### src/rtl/loader_pkg.sv
// Shared types and constants for the program loader.
// Latency: n/a (definitions only).
// Backpressure: n/a.
package loader_pkg;

    // Loader FSM states
    typedef enum logic [2:0] {
        ST_IDLE,
        ST_LEN_HI,
        ST_LEN_LO,
        ST_DATA,
        ST_WRITE,
        ST_CHECK,
        ST_DONE,
        ST_ERROR
    } loader_state_t;

    // Frame header is a big-endian 16-bit word count
    localparam int HDR_BYTES = 2;

    // Number of host bytes making up one memory word
    function automatic int bytes_per_word(input int n);
        return n / 8;
    endfunction

endpackage

### src/rtl/word_assembler.sv
// Shifts host bytes MSB-first into an N-bit word and flags a completed word.
// Latency: word_full rises the cycle after the last byte of a word is shifted in, for one cycle.
// Backpressure: none; shifts only when shift_en is asserted by the owner FSM.
module word_assembler
    import loader_pkg::*;
#(
    parameter int N = 24
) (
    input  logic         clk,
    input  logic         rst,
    input  logic         clear,
    input  logic         shift_en,
    input  logic [7:0]   byte_in,
    output logic [N-1:0] word,
    output logic         last_byte,
    output logic         word_full
);

    localparam int BPW = bytes_per_word(N);
    localparam int CW  = (BPW > 1) ? $clog2(BPW) : 1;

    logic [CW-1:0] cnt;

    // The byte about to be shifted completes the word
    assign last_byte = (cnt == CW'(BPW - 1));

    // Shift register, byte counter and one-cycle completion flag
    always_ff @(posedge clk or posedge rst) begin
        if (rst) begin
            word      <= '0;
            cnt       <= '0;
            word_full <= 1'b0;
        end else if (clear) begin
            word      <= '0;
            cnt       <= '0;
            word_full <= 1'b0;
        end else begin
            word_full <= shift_en && last_byte;
            if (shift_en) begin
                word <= (word << 8) | N'(byte_in);
                cnt  <= last_byte ? '0 : cnt + CW'(1);
            end
        end
    end

endmodule

### src/rtl/program_loader.sv
// Frames a host byte stream into N-bit words, writes them to program memory and releases the CPU on a good checksum.
// Latency: byte_ready one cycle after start; mem_we one cycle after a word's last byte; done/error one cycle after the checksum byte.
// Backpressure: byte_ready drops for the single WRITE cycle of each word and whenever no load is in progress.
module program_loader
    import loader_pkg::*;
#(
    parameter int          N         = 24,
    parameter int unsigned BASE_ADDR = 0
) (
    input  logic         clk,
    input  logic         rst,
    input  logic         start,
    input  logic [7:0]   byte_in,
    input  logic         byte_valid,
    output logic         byte_ready,
    output logic         mem_we,
    output logic [N-1:0] mem_address,
    output logic [N-1:0] mem_wdata,
    output logic         busy,
    output logic         done,
    output logic         error,
    output logic         cpu_hold
);

    localparam int CNT_W = 8 * HDR_BYTES;

    loader_state_t    state, state_nxt;
    logic [CNT_W-1:0] count;
    logic [CNT_W-1:0] word_idx;
    logic [CNT_W-1:0] word_idx_inc;
    logic [7:0]       csum;
    logic             xfer;
    logic             start_ok;
    logic             last_byte;
    logic             byte_ready_nxt, busy_nxt, done_nxt, error_nxt, cpu_hold_nxt;

    assign xfer         = byte_valid && byte_ready;
    assign start_ok     = start && (state == ST_IDLE || state == ST_DONE || state == ST_ERROR);
    assign word_idx_inc = word_idx + CNT_W'(1);

    // The assembler's registered word and completion flag drive the memory write port directly
    word_assembler #(.N(N)) u_asm (
        .clk       (clk),
        .rst       (rst),
        .clear     (start_ok),
        .shift_en  ((state == ST_DATA) && xfer),
        .byte_in   (byte_in),
        .word      (mem_wdata),
        .last_byte (last_byte),
        .word_full (mem_we)
    );

    // State register
    always_ff @(posedge clk or posedge rst) begin
        if (rst) state <= ST_IDLE;
        else     state <= state_nxt;
    end

    // Next-state logic
    always_comb begin
        state_nxt = state;
        case (state)
            ST_IDLE, ST_DONE, ST_ERROR: if (start_ok) state_nxt = ST_LEN_HI;
            ST_LEN_HI: if (xfer) state_nxt = ST_LEN_LO;
            ST_LEN_LO: if (xfer) state_nxt = ({count[7:0], byte_in} == '0) ? ST_CHECK : ST_DATA;
            ST_DATA:   if (xfer && last_byte) state_nxt = ST_WRITE;
            ST_WRITE:  state_nxt = (word_idx_inc == count) ? ST_CHECK : ST_DATA;
            ST_CHECK:  if (xfer) state_nxt = (byte_in == csum) ? ST_DONE : ST_ERROR;
            default:   state_nxt = ST_IDLE;
        endcase
    end

    // Output decode from the upcoming state so the outputs can be registered
    always_comb begin
        byte_ready_nxt = (state_nxt == ST_LEN_HI) || (state_nxt == ST_LEN_LO) ||
                         (state_nxt == ST_DATA)   || (state_nxt == ST_CHECK);
        busy_nxt       = !((state_nxt == ST_IDLE) || (state_nxt == ST_DONE) || (state_nxt == ST_ERROR));
        done_nxt       = (state_nxt == ST_DONE);
        error_nxt      = (state_nxt == ST_ERROR);
        cpu_hold_nxt   = (state_nxt != ST_DONE);
    end

    // Registered status outputs
    always_ff @(posedge clk or posedge rst) begin
        if (rst) begin
            byte_ready <= 1'b0;
            busy       <= 1'b0;
            done       <= 1'b0;
            error      <= 1'b0;
            cpu_hold   <= 1'b1;
        end else begin
            byte_ready <= byte_ready_nxt;
            busy       <= busy_nxt;
            done       <= done_nxt;
            error      <= error_nxt;
            cpu_hold   <= cpu_hold_nxt;
        end
    end

    // Header capture, word index, running checksum and write address
    always_ff @(posedge clk or posedge rst) begin
        if (rst) begin
            count       <= '0;
            word_idx    <= '0;
            csum        <= '0;
            mem_address <= '0;
        end else begin
            // word_idx only moves at the end of WRITE, so the address is already settled during WRITE
            mem_address <= N'(BASE_ADDR) + N'(word_idx);
            if (start_ok) begin
                count    <= '0;
                word_idx <= '0;
                csum     <= '0;
            end else begin
                if ((state == ST_LEN_HI || state == ST_LEN_LO) && xfer)
                    count <= {count[CNT_W-9:0], byte_in};
                if (state == ST_DATA && xfer)
                    csum <= csum ^ byte_in;
                if (state == ST_WRITE)
                    word_idx <= word_idx_inc;
            end
        end
    end

endmodule

### config.mk
export PLATFORM = sky130hd
export DESIGN_NAME = program_loader
export DESIGN_NICKNAME = d
export VERILOG_FILES = /design/src/rtl/loader_pkg.sv /design/src/rtl/word_assembler.sv /design/src/rtl/program_loader.sv
export SDC_FILE = /design/constraint.sdc
export NUM_CORES = 1
export LEC_CHECK = 0
export BUFFER_PORTS_ARGS = -buffer_cell sky130_fd_sc_hd__buf_2
export CAP_MARGIN = 20
export CELL_PAD_IN_SITES_DETAIL_PLACEMENT = 1
export CELL_PAD_IN_SITES_GLOBAL_PLACEMENT = 1
export CORE_MARGIN = 2
export CORE_UTILIZATION = 39
export DETAILED_ROUTE_END_ITERATION = 10
export MAX_ROUTING_LAYER = met4
export PLACE_DENSITY = 0.85
export SLEW_MARGIN = 40
export SYNTH_ARGS = -nofsm -noshare
export SYNTH_HDL_FRONTEND = slang
export SYNTH_SLANG_ARGS = --single-unit
### constraint.sdc
create_clock -name clk -period 2.7 [get_ports clk]
set_input_delay 0.54 -clock clk [delete_from_list [all_inputs] [get_ports clk]]
set_output_delay 0.54 -clock clk [all_outputs]
set_load 0.01 [all_outputs]
==> results of run 1 <==
[sequential cells by signal, indices dropped and copies added, names as in the netlist]
register / flops
busy: 1
byte_ready: 1
count: 16
cpu_hold: 1
csum: 8
done: 1
error: 1
mem_address: 16
state: 3
u_asm.cnt: 2
u_asm.word: 24
u_asm.word_full: 1
word_idx: 16
[routing by layer]
layer	GRT usage	vias to the layer above	wire (µm)
met5	-	-	0
li1	-	1626	-
met4	0.0760	0	220
met3	0.0460	16	469
met1	0.256	1737	4860
met2	0.321	70	5390
[where the power goes]
group / total (mW) / switching, mW / internal, mW
logic: 2.06 / 1.20 / 0.866
registers: 2.48 / 0.590 / 1.89
clock network: 0.943 / 0.510 / 0.434
total: 5.49 / 2.30 / 3.19
[critical path: cells and delay by family (launching register included)]
family,cells,cell delay (ns)
AO/OA/AOI/OAI,3,0.51
adder cells (fa/ha/maj),1,0.31
flip-flops,1,0.52
AND/OR/NAND/NOR,3,0.79
[cell usage in the layout (no fill, tap or decap), types with 7 or more instances in the layout]
master / instances
nand3_1: 9
conb_1: 8
xnor2_1: 26
dfrtp_1: 90
buf_2: 57
nand4_1: 9
nor2_1: 19
o21ai_0: 38
a21oi_1: 33
clkbuf_8: 9
nand2_1: 100
buf_4: 7
xor2_1: 16
nor3_1: 8
[final timing paths]
kind / slack, ns / to / cells after the start / startpoint
min in group clk: 0.44 / count[5] / 3 / byte_in[5]
setup reg to reg: 0.46 / state[1] / 7 / word_idx[0]
hold reg to reg: 0.46 / mem_address[15] / 0 / word_idx[15]
setup / recovery: 0.46 / state[1] / 7 / word_idx[0]
hold / removal: 0.30 / mem_address[1] / 3 / rst
max in group asynchronous: 2.04 / cpu_hold / 3 / rst
[kinds of logic (layout without fill, tap and decap cells)]
kind of cell	count (synthesis)	after routing	synth area share
xor gates and xnor gates	42	42	0.0853
other	1	8	0.000869
and+or+nand+nor	180	180	0.205
DFF	91	91	0.528
buffers and inverters	38	88	0.0447
AOI/OAI and AO/OA	98	98	0.133
adders and majority gates	1	1	0.00290
[per-stage QoR]
stage,hold slack (ns),util
final,0.303,0.455
after global routing,0.337,0.455
after CTS,0.313,0.455
after detailed placement,0.446,0.436
after global placement,0.438,0.436
after floorplan,0.349,-
[area by class of cell]
| type | count | area, µm² |
|---|---|---|
| Fill cell | 1265 | 5880 |
| Sequential cell | 91 | 2280 |
| Multi-Input combinational cell | 329 | 1870 |
| Timing Repair Buffer | 65 | 358 |
| Tap cell | 140 | 175 |
| Clock buffer | 9 | 124 |
| Clock inverter | 7 | 76.3 |
| Inverter | 7 | 30.0 |
==> impl_results.md, run 1 <==
* Post-synth top area cell: dfrtp_1
* Final net count at 516
* Count leader, synth: nand2_1
* Total GRT Usage at 0.203
* Total power draw at 5.49 mW
* WP data required at 2.95 ns
* # DRC at 0
* Post-cts sizing count at 0
* Number of setup buffers added after CTS at 0
* Row count at 38
* Crit-path max FO at 8
* Pleak at 2.27 nW
* 1st-iter DRT viols at 156
* Clock buffer depth at 2
* Post-DP HPWL at 7710 µm
* Vias at 3,449
* Setup WS pre-CTS at 0.402 ns
* DRT antenna net count at 0
* Period utilisation layout at 0.831
* CP cell instances: ha_1 -> nand3_1 -> o21ai_0 -> nor4b_2 -> o211ai_1 -> nor4_2 -> o21ai_0
* Final Skew at 0.0119 ns
* Pre-Repair DR Iteration Count at 4
* Critical Path Most Common Cell: o21ai_0
* Synth top cells by count: nand2_1, dfrtp_1, o21ai_0
* Syn Area/Cell at 9.56 µm²
* Die height at 109 µm
* Effective utilization at floorplan at 0.400
* Mapped Cells at 451
* Crit path max-delay cell type: dfrtp_1
* EDFF count, synth at 0
* Grt ovf at 0
* F_max at 0.446 GHz
* CP peak stage delay at 0.52 ns
* Fin area at 4910 µm²
* CP Launch Type: flop
* Warnings, synthesis at 0
* Max Transition Viols Final at 0
* Top-Level Pins at 66
* H-tree Lvls at 3
* Worst-margin pin slew at 0.629 ns
* Share of layout cells above drive strength 1 at 0.195
* Max-slew headroom at 0.578
* Final Hold Vio Count at 0
* Final worst slack at 0.455 ns
* RSZ-0062 raised after global routing: false
* Worst hold path class: input port to asynchronous set/reset pin
* Clock Pin Slew Worst Setup and Hold Paths at 0.09 ns
* Wire length per cell at 16.9 µm
* Pwr dens at 1120 nW/µm²
* Die area at 11,900 µm²
* Sequential fraction of the synthesis area at 0.528
* Clock buffer count from CTS at 9
* CTS Hold Buffers Added at 0
* Via/cell ratio at 5.32
* Share of Yosys cell area claimed by the top area cell type at 0.522
* Maximum VDD drop at 0.441 mV
* Layout area overhead at 13.8%
* Mapped Area at 4310 µm²
* Antenna violations before repair at 0
* Post-synth cell types at 54
* Area contributors post-synth: dfrtp_1, nand2_1, xnor2_1
* Die Wd at 109 µm
* Core Area at 10,800 µm²
* Final min period at 2.24 ns
* Gpl congestion at 0.870
* Number of global-route vias before repair at 3,562
* Ys async rst share at 1.00
* Placed cells at 632
* First-pass GRT wire length at 18,000 µm
* Cell Count, Final, Fillers Out at 648
* PortBufs at 57
* CTS tree: yes
* Crit path DAT at 2.50 ns
* Top_reg_cell synth: dfrtp_1
* Dpl cell area at 4710 µm²
* Final Setup Violations at 0
* TNS Setup at 0 ns
* Kind of critical path: flop to flop
* # diodes at 0
* Crit. End Element: flop
* Pin count of the biggest net entering global routing at 92
* Synth Register Bits at 91
* Max-cap check violation count at 0
* Clock root buffer master: clkbuf_8
* Clk sinks at 91
* Clock insertion delay at the later pin of the skew report at 0.37 ns
* Total Wirelength at 10,900 µm
* Status: finished clean
Note: power is estimated with default switching activity, not from simulation.
==> run 2: changes to the inputs <==
--- a/config.mk
+++ b/config.mk
@@ -10,10 +10,10 @@
 export CELL_PAD_IN_SITES_DETAIL_PLACEMENT = 1
 export CELL_PAD_IN_SITES_GLOBAL_PLACEMENT = 1
 export CORE_MARGIN = 2
-export CORE_UTILIZATION = 39
+export CORE_UTILIZATION = 43
 export DETAILED_ROUTE_END_ITERATION = 10
 export MAX_ROUTING_LAYER = met4
-export PLACE_DENSITY = 0.85
+export PLACE_DENSITY = 0.89
 export SLEW_MARGIN = 40
 export SYNTH_ARGS = -nofsm -noshare
 export SYNTH_HDL_FRONTEND = slang
==> constraint.sdc (replaced) <==
create_clock -name clk -period 2.2 [get_ports clk]
set_input_delay 0.44 -clock clk [delete_from_list [all_inputs] [get_ports clk]]
set_output_delay 0.44 -clock clk [all_outputs]
set_load 0.01 [all_outputs]
==> run 2 against run 1 <==
Against the previous run:
- worst setup slack got worse by 0.32 ns
- cell count did not move
- fmax rose by 8.8%
- non-clock buffer count rose by 7
- register-to-register slack got worse by 0.32 ns
- via count rose by 2.8%
- worst hold slack got worse by 0.28 ns
- clock power rose by 19%
- flip-flop and latch count did not move
- sequential power rose by 23%
- sequential share of layout area fell by 0.55 points
- global-route usage rose by 2.1 points
- critical path type unchanged
- largest power group unchanged
==> impl_results.md, run 2 (same netlist as run 1, synthesis figures left out) <==
* Most frequent cells in the layout: nand2_1, dfrtp_1, buf_2
* Placed cells at 632
* Met1 Use GR at 0.269
* Post-DP HPWL at 8090 µm
* Clock buffer count from CTS at 9
* DRT antenna net count at 0
* Die Wd at 104 µm
* Wire length per cell at 17.5 µm
* Clock root buffer master: clkbuf_8
* Vias at 3,547
* Clk sinks at 91
* Total Wirelength at 11,300 µm
* Via/cell ratio at 5.47
* CP Launch Type: flop
* Crit path DAT at 2.31 ns
* Total stage count of the critical path at 6
* Reg2reg setup slack at 0.14 ns
* Max reg flops at 24
* Number of setup buffers added after CTS at 0
* Final Skew at 0.0117 ns
* Grt ovf at 0
* Final Setup Violations at 0
* Row count at 36
* Pleak at 2.30 nW
* Cell Count, Final, Fillers Out at 648
* Clock Pin Slew Worst Setup and Hold Paths at 0.10 ns
* Effective utilization at floorplan at 0.441
* First-pass GRT wire length at 18,900 µm
* Share of layout cells above drive strength 1 at 0.216
* Crit path max-delay family: simple AND/OR/NAND/NOR gates
* Met3 usage at 0.0332
* Critical Path Most Common Cell: nor4_4
* Crit path max-delay cell type: dfrtp_1
* CP endpoint: state[1]
* Kind of critical path: flop to flop
* H-tree Lvls at 3
* Pin count of the biggest net entering global routing at 36
* Fin util at 0.509
* # DRC at 0
* Cells on worst reg2reg path at 6
* Crit-path max FO at 8
* Gr busiest metal: met2
* Antenna violations before repair at 0
* Final Hold Vio Count at 0
* WP data required at 2.45 ns
* Clock insertion delay at the later pin of the skew report at 0.38 ns
* Die area at 10,800 µm²
* Max-cap check violation count at 0
* Clock Power Share at 0.164
* CP peak stage delay at 0.57 ns
* Capturing point of the worst reg2reg path: state[1]
* Final worst slack at 0.137 ns
* Crit path buffers/inverters at 0
* Crit. End Element: flop
* Worst hold path class: input port to asynchronous set/reset pin
* Maximum VDD drop at 0.590 mV
* Layout area overhead at 15.4%
* Period utilisation layout at 0.938
* PortBufs at 57
* Total GRT Usage at 0.224
* Seq pwr share at 0.445
* Status: finished clean
* Sw Share at 0.433
* M2 GR Usage at 0.386
* Fillers at 1,162
* Comb pwr share at 0.390
* Worst-margin pin slew at 0.510 ns
* CP cell instances: nand4_1 -> nor4_4 -> xnor2_1 -> nand3_1 -> nor4_4 -> o21ai_0
* # diodes at 0
* F_max at 0.485 GHz
* Internal power at 3.87 mW
* TNS Setup at 0 ns
* Die height at 104 µm
* Gpl congestion at 0.899
* Pre-Repair DR Iteration Count at 4
* Max-slew headroom at 0.658
* Core Area at 9770 µm²
* Sw power at 2.95 mW
* RR Startpoint: word_idx[11]
* Clock buffer depth at 2
* 1st-iter DRT viols at 118
* CTS tree: yes
* Top-Level Pins at 66
* CTS Hold Buffers Added at 0
* Post-cts sizing count at 0
* Final net count at 523
* Number of global-route vias before repair at 3,788
* Final min period at 2.06 ns
* Setup WS pre-CTS at 0.102 ns
* Max Transition Viols Final at 0
* CP startpoint: word_idx[11]
* Commonest non-fill, non-tap cell in the layout: nand2_1
* Pwr dens at 1370 nW/µm²
* Largest register by flop count: u_asm.word
run 2: area by class of cell:
class | instances | area [µm²] | area share
Multi-Input combinational cell | 329 | 1880 | 0.379
Tap cell | 133 | 166 | 0.0334
Timing Repair Buffer | 72 | 423 | 0.0850
Sequential cell | 91 | 2280 | 0.459
Inverter | 7 | 30.0 | 0.00603
Clock buffer | 9 | 124 | 0.0249
Clock inverter | 7 | 67.6 | 0.0136
run 2: layer usage:
metal | part of all wire | vias to the layer above
li1 | - | 1639
met1 | 0.44 | 1804
met2 | 0.51 | 84
met3 | 0.035 | 20
met4 | 0.022 | 0
met5 | 0 | -
run 2: per-stage QoR:
stage                     hold slack, ns  instance area, µm²  total power [mW]
after floorplan                    0.349                4340              4.71
after global placement             0.417                4770              5.48
after detailed placement           0.422                4770              5.68
after CTS                         0.0205                4960              6.84
after global routing              0.0269                4980              7.31
final                             0.0212                4980              6.82
run 2: power groups by stage:
stage	combinational, mW	clock (mW)	sequential, mW
floorplan	1.76	0	2.95
global placement	2.48	0	3.00
detailed placement	2.62	0	3.05
CTS	2.66	1.14	3.03
global route	2.96	1.21	3.14
finish	2.66	1.12	3.04
run 2: worst min path at each step:
stage / slack (ns) / endpoint / cells past startpoint / from
floorplan: 0.35 / mem_address[4] / 0 / word_idx[4]
CTS: 0.02 / mem_address[11] / 2 / rst
global placement: 0.42 / mem_address[11] / 2 / rst
detailed placement: 0.42 / mem_address[11] / 2 / rst
finish: 0.02 / word_idx[10] / 2 / rst
global route: 0.03 / word_idx[10] / 2 / rst
==> run 3: changes to the inputs <==
--- a/config.mk
+++ b/config.mk
@@ -10,11 +10,12 @@
 export CELL_PAD_IN_SITES_DETAIL_PLACEMENT = 1
 export CELL_PAD_IN_SITES_GLOBAL_PLACEMENT = 1
 export CORE_MARGIN = 2
-export CORE_UTILIZATION = 43
+export CORE_UTILIZATION = 44
 export DETAILED_ROUTE_END_ITERATION = 10
 export MAX_ROUTING_LAYER = met4
 export PLACE_DENSITY = 0.89
 export SLEW_MARGIN = 40
 export SYNTH_ARGS = -nofsm -noshare
 export SYNTH_HDL_FRONTEND = slang
+export SYNTH_HIERARCHICAL = 1
 export SYNTH_SLANG_ARGS = --single-unit
==> run 3 against run 2 <==
Against the previous run:
- utilization grew 0.84 points
- global-route usage increased by 0.23 points
- clock-buffer cell count up 2
- largest power group is now combinational cells
==> impl_results.md, run 3 <==
* Status: finished clean
* Clock buffer depth at 2
* CP Launch Type: flop
* Share of layout cells above drive strength 1 at 0.239
* Maximum VDD drop at 0.702 mV
* Largest register by flop count: u_asm/word
* Reg2reg setup slack at 0.08 ns
* Cell Count, Final, Fillers Out at 664
* Final Hold Vio Count at 0
* Post-synth top area cell: dfrtp_1
* Core Area at 10,100 µm²
* Total GRT Usage at 0.226
* Final min period at 2.12 ns
* Period utilisation layout at 0.963
* Via/cell ratio at 5.45
* Crit path DAT at 2.34 ns
* Kind of critical path: flop to flop
* Row count at 37
* Synth Register Bits at 91
* Post-DP HPWL at 8180 µm
* TNS Setup at 0 ns
* Die area at 11,100 µm²
* Pre-Repair DR Iteration Count at 4
* Fin area at 5250 µm²
* Dpl cell area at 5010 µm²
* Share of Yosys cell area claimed by the top area cell type at 0.498
* Capturing point of the worst reg2reg path: state[2]
* Synth top cells by count: dfrtp_1, nand2_1, nor2_1
* Pwr dens at 1420 nW/µm²
* Clock insertion delay at the later pin of the skew report at 0.37 ns
* Effective utilization at floorplan at 0.446
* Commonest non-fill, non-tap cell in the layout: dfrtp_1
* H-tree Lvls at 3
* Wire length per cell at 17.5 µm
* Placed cells at 646
* Max Transition Viols Final at 0
* Syn Area/Cell at 9.99 µm²
* Cells on worst reg2reg path at 6
* Final net count at 537
* Final Skew at 0.0140 ns
* Worst hold path class: input port to asynchronous set/reset pin
* Ys async rst share at 1.00
* Post-synth cell types at 64
* # DRC at 0
* Count leader, synth: dfrtp_1
* Clock buffer count from CTS at 9
* # diodes at 0
* Max reg flops at 24
* RSZ-0062 raised after global routing: true
* First-pass GRT wire length at 19,400 µm
* Final worst slack at 0.0804 ns
* Top_reg_cell synth: dfrtp_1
* Sequential fraction of the synthesis area at 0.503
* Antenna violations before repair at 0
* Most frequent cells in the layout: dfrtp_1, nand2_1, buf_2
* Crit-path max FO at 7
* Total Wirelength at 11,600 µm
* Area contributors post-synth: dfrtp_1, mux2i_1, nand2_1
* Clock Pin Slew Worst Setup and Hold Paths at 0.09 ns
* Setup WS pre-CTS at -0.133 ns
* Warnings, synthesis at 6
* Gpl congestion at 1.00
* Fillers at 1,176
* Die height at 105 µm
* F_max at 0.472 GHz
* WP data required at 2.42 ns
* Clock root buffer master: clkbuf_8
* Mapped Cells at 453
* DRT antenna net count at 0
* Number of global-route vias before repair at 3,915
* Max-cap check violation count at 0
* Area of the multi-input gates at 2040 µm²
* Pleak at 2.46 nW
* PortBufs at 57
* CTS Hold Buffers Added at 0
* Vias at 3,618
* RR Startpoint: word_idx[1]
* Crit. End Element: flop
* Register area at 2280 µm²
* EDFF count, synth at 0
* Final Setup Violations at 0
* CTS tree: yes
* Mapped Area at 4530 µm²
* Clk sinks at 91
* Pin count of the biggest net entering global routing at 65
* Layout area overhead at 16.0%
* 1st-iter DRT viols at 153
* Grt ovf at 0
* Die Wd at 105 µm
* Top-Level Pins at 66
-- run 3: cell types whose count changed in the layout (fill, tap and decap cells not counted), sizes merged, moves of 12 or more --
cell   change
nand2     -42
xnor2     -12
buf       +16
a21oi     -24
nor2      +25
mux2i     +25
-- run 3: repair_timing --
| item | 4_1_cts | 5_1_grt |
|---|---|---|
| buffers inserted | 0 | 3 |
| endpoints found under the hold margin | 0 | 0 |
| resized for setup | 4 | 5 |
| setup endpoints to repair | 2 | 4 |
| pin swaps | 3 | 1 |
-- run 3: metrics by stage --
| stage | power (mW) | hold WS (ns) | util |
|---|---|---|---|
| 2_1_floorplan | 5.20 | 0.349 | - |
| 3_3_place_gp | 6.12 | 0.432 | 0.495 |
| 3_5_place_dp | 6.36 | 0.441 | 0.495 |
| 4_1_cts | 7.46 | 0.124 | 0.513 |
| 5_1_grt | 8.05 | 0.153 | 0.518 |
| 6_report | 7.46 | 0.128 | 0.518 |
-- run 3: kinds of logic (layout without fill, tap and decap cells) --
kind of cell               Yosys count  in the layout  synth area share
DFF                                 91             91             0.503
muxes                               25             25            0.0553
xor gates and xnor gates            36             36            0.0697
and+or+nand+nor                    171            171             0.190
other                                1              8          0.000829
AOI/OAI and AO/OA                   83             83             0.116
adders and majority gates            1              1           0.00276
buffers and inverters               45            113            0.0611
-- run 3: per-layer routing --
layer / up-vias / track usage / routed length (µm)
met5: - / - / 0
met4: 0 / 0.100 / 276
met3: 23 / 0.0482 / 540
met2: 99 / 0.369 / 5900
met1: 1815 / 0.271 / 4890
li1: 1681 / - / -
-- run 3: worst max-delay path: stages (launching register included) --
cell and delay (ns):
dfrtp_2 0.42, and4_1 0.39, nand4_4 0.16, and3_1 0.22, or4_1 0.52, nand4b_1 0.17
o21ai_1 0.08
-- run 3: worst max path at each step --
stage,from,end,slack [ns],cells past startpoint
after floorplan,rst,busy,0.16,1
after global placement,word_idx[1],state[1],0.04,7
after detailed placement,word_idx[1],state[1],-0.13,7
after CTS,word_idx[1],state[1],0.02,7
after global routing,count[6],busy,-0.02,6
final,word_idx[1],state[2],0.08,6
-- run 3: where the power goes --
part | internal, mW | leakage [nW] | total, mW | switching [mW]
clock | 0.464 | 0.0912 | 1.05 | 0.582
combinational | 1.48 | 1.20 | 3.39 | 1.91
sequential | 2.40 | 1.17 | 3.02 | 0.624
total | 4.34 | 2.46 | 7.46 | 3.12
-- run 3: final cells by class --
class | count | area share
Timing Repair Buffer | 88 | 0.103
Tap cell | 136 | 0.0324
Sequential cell | 91 | 0.434
Inverter | 10 | 0.00715
Clock inverter | 4 | 0.00501
Clock buffer | 11 | 0.0289
Multi-Input combinational cell | 324 | 0.389
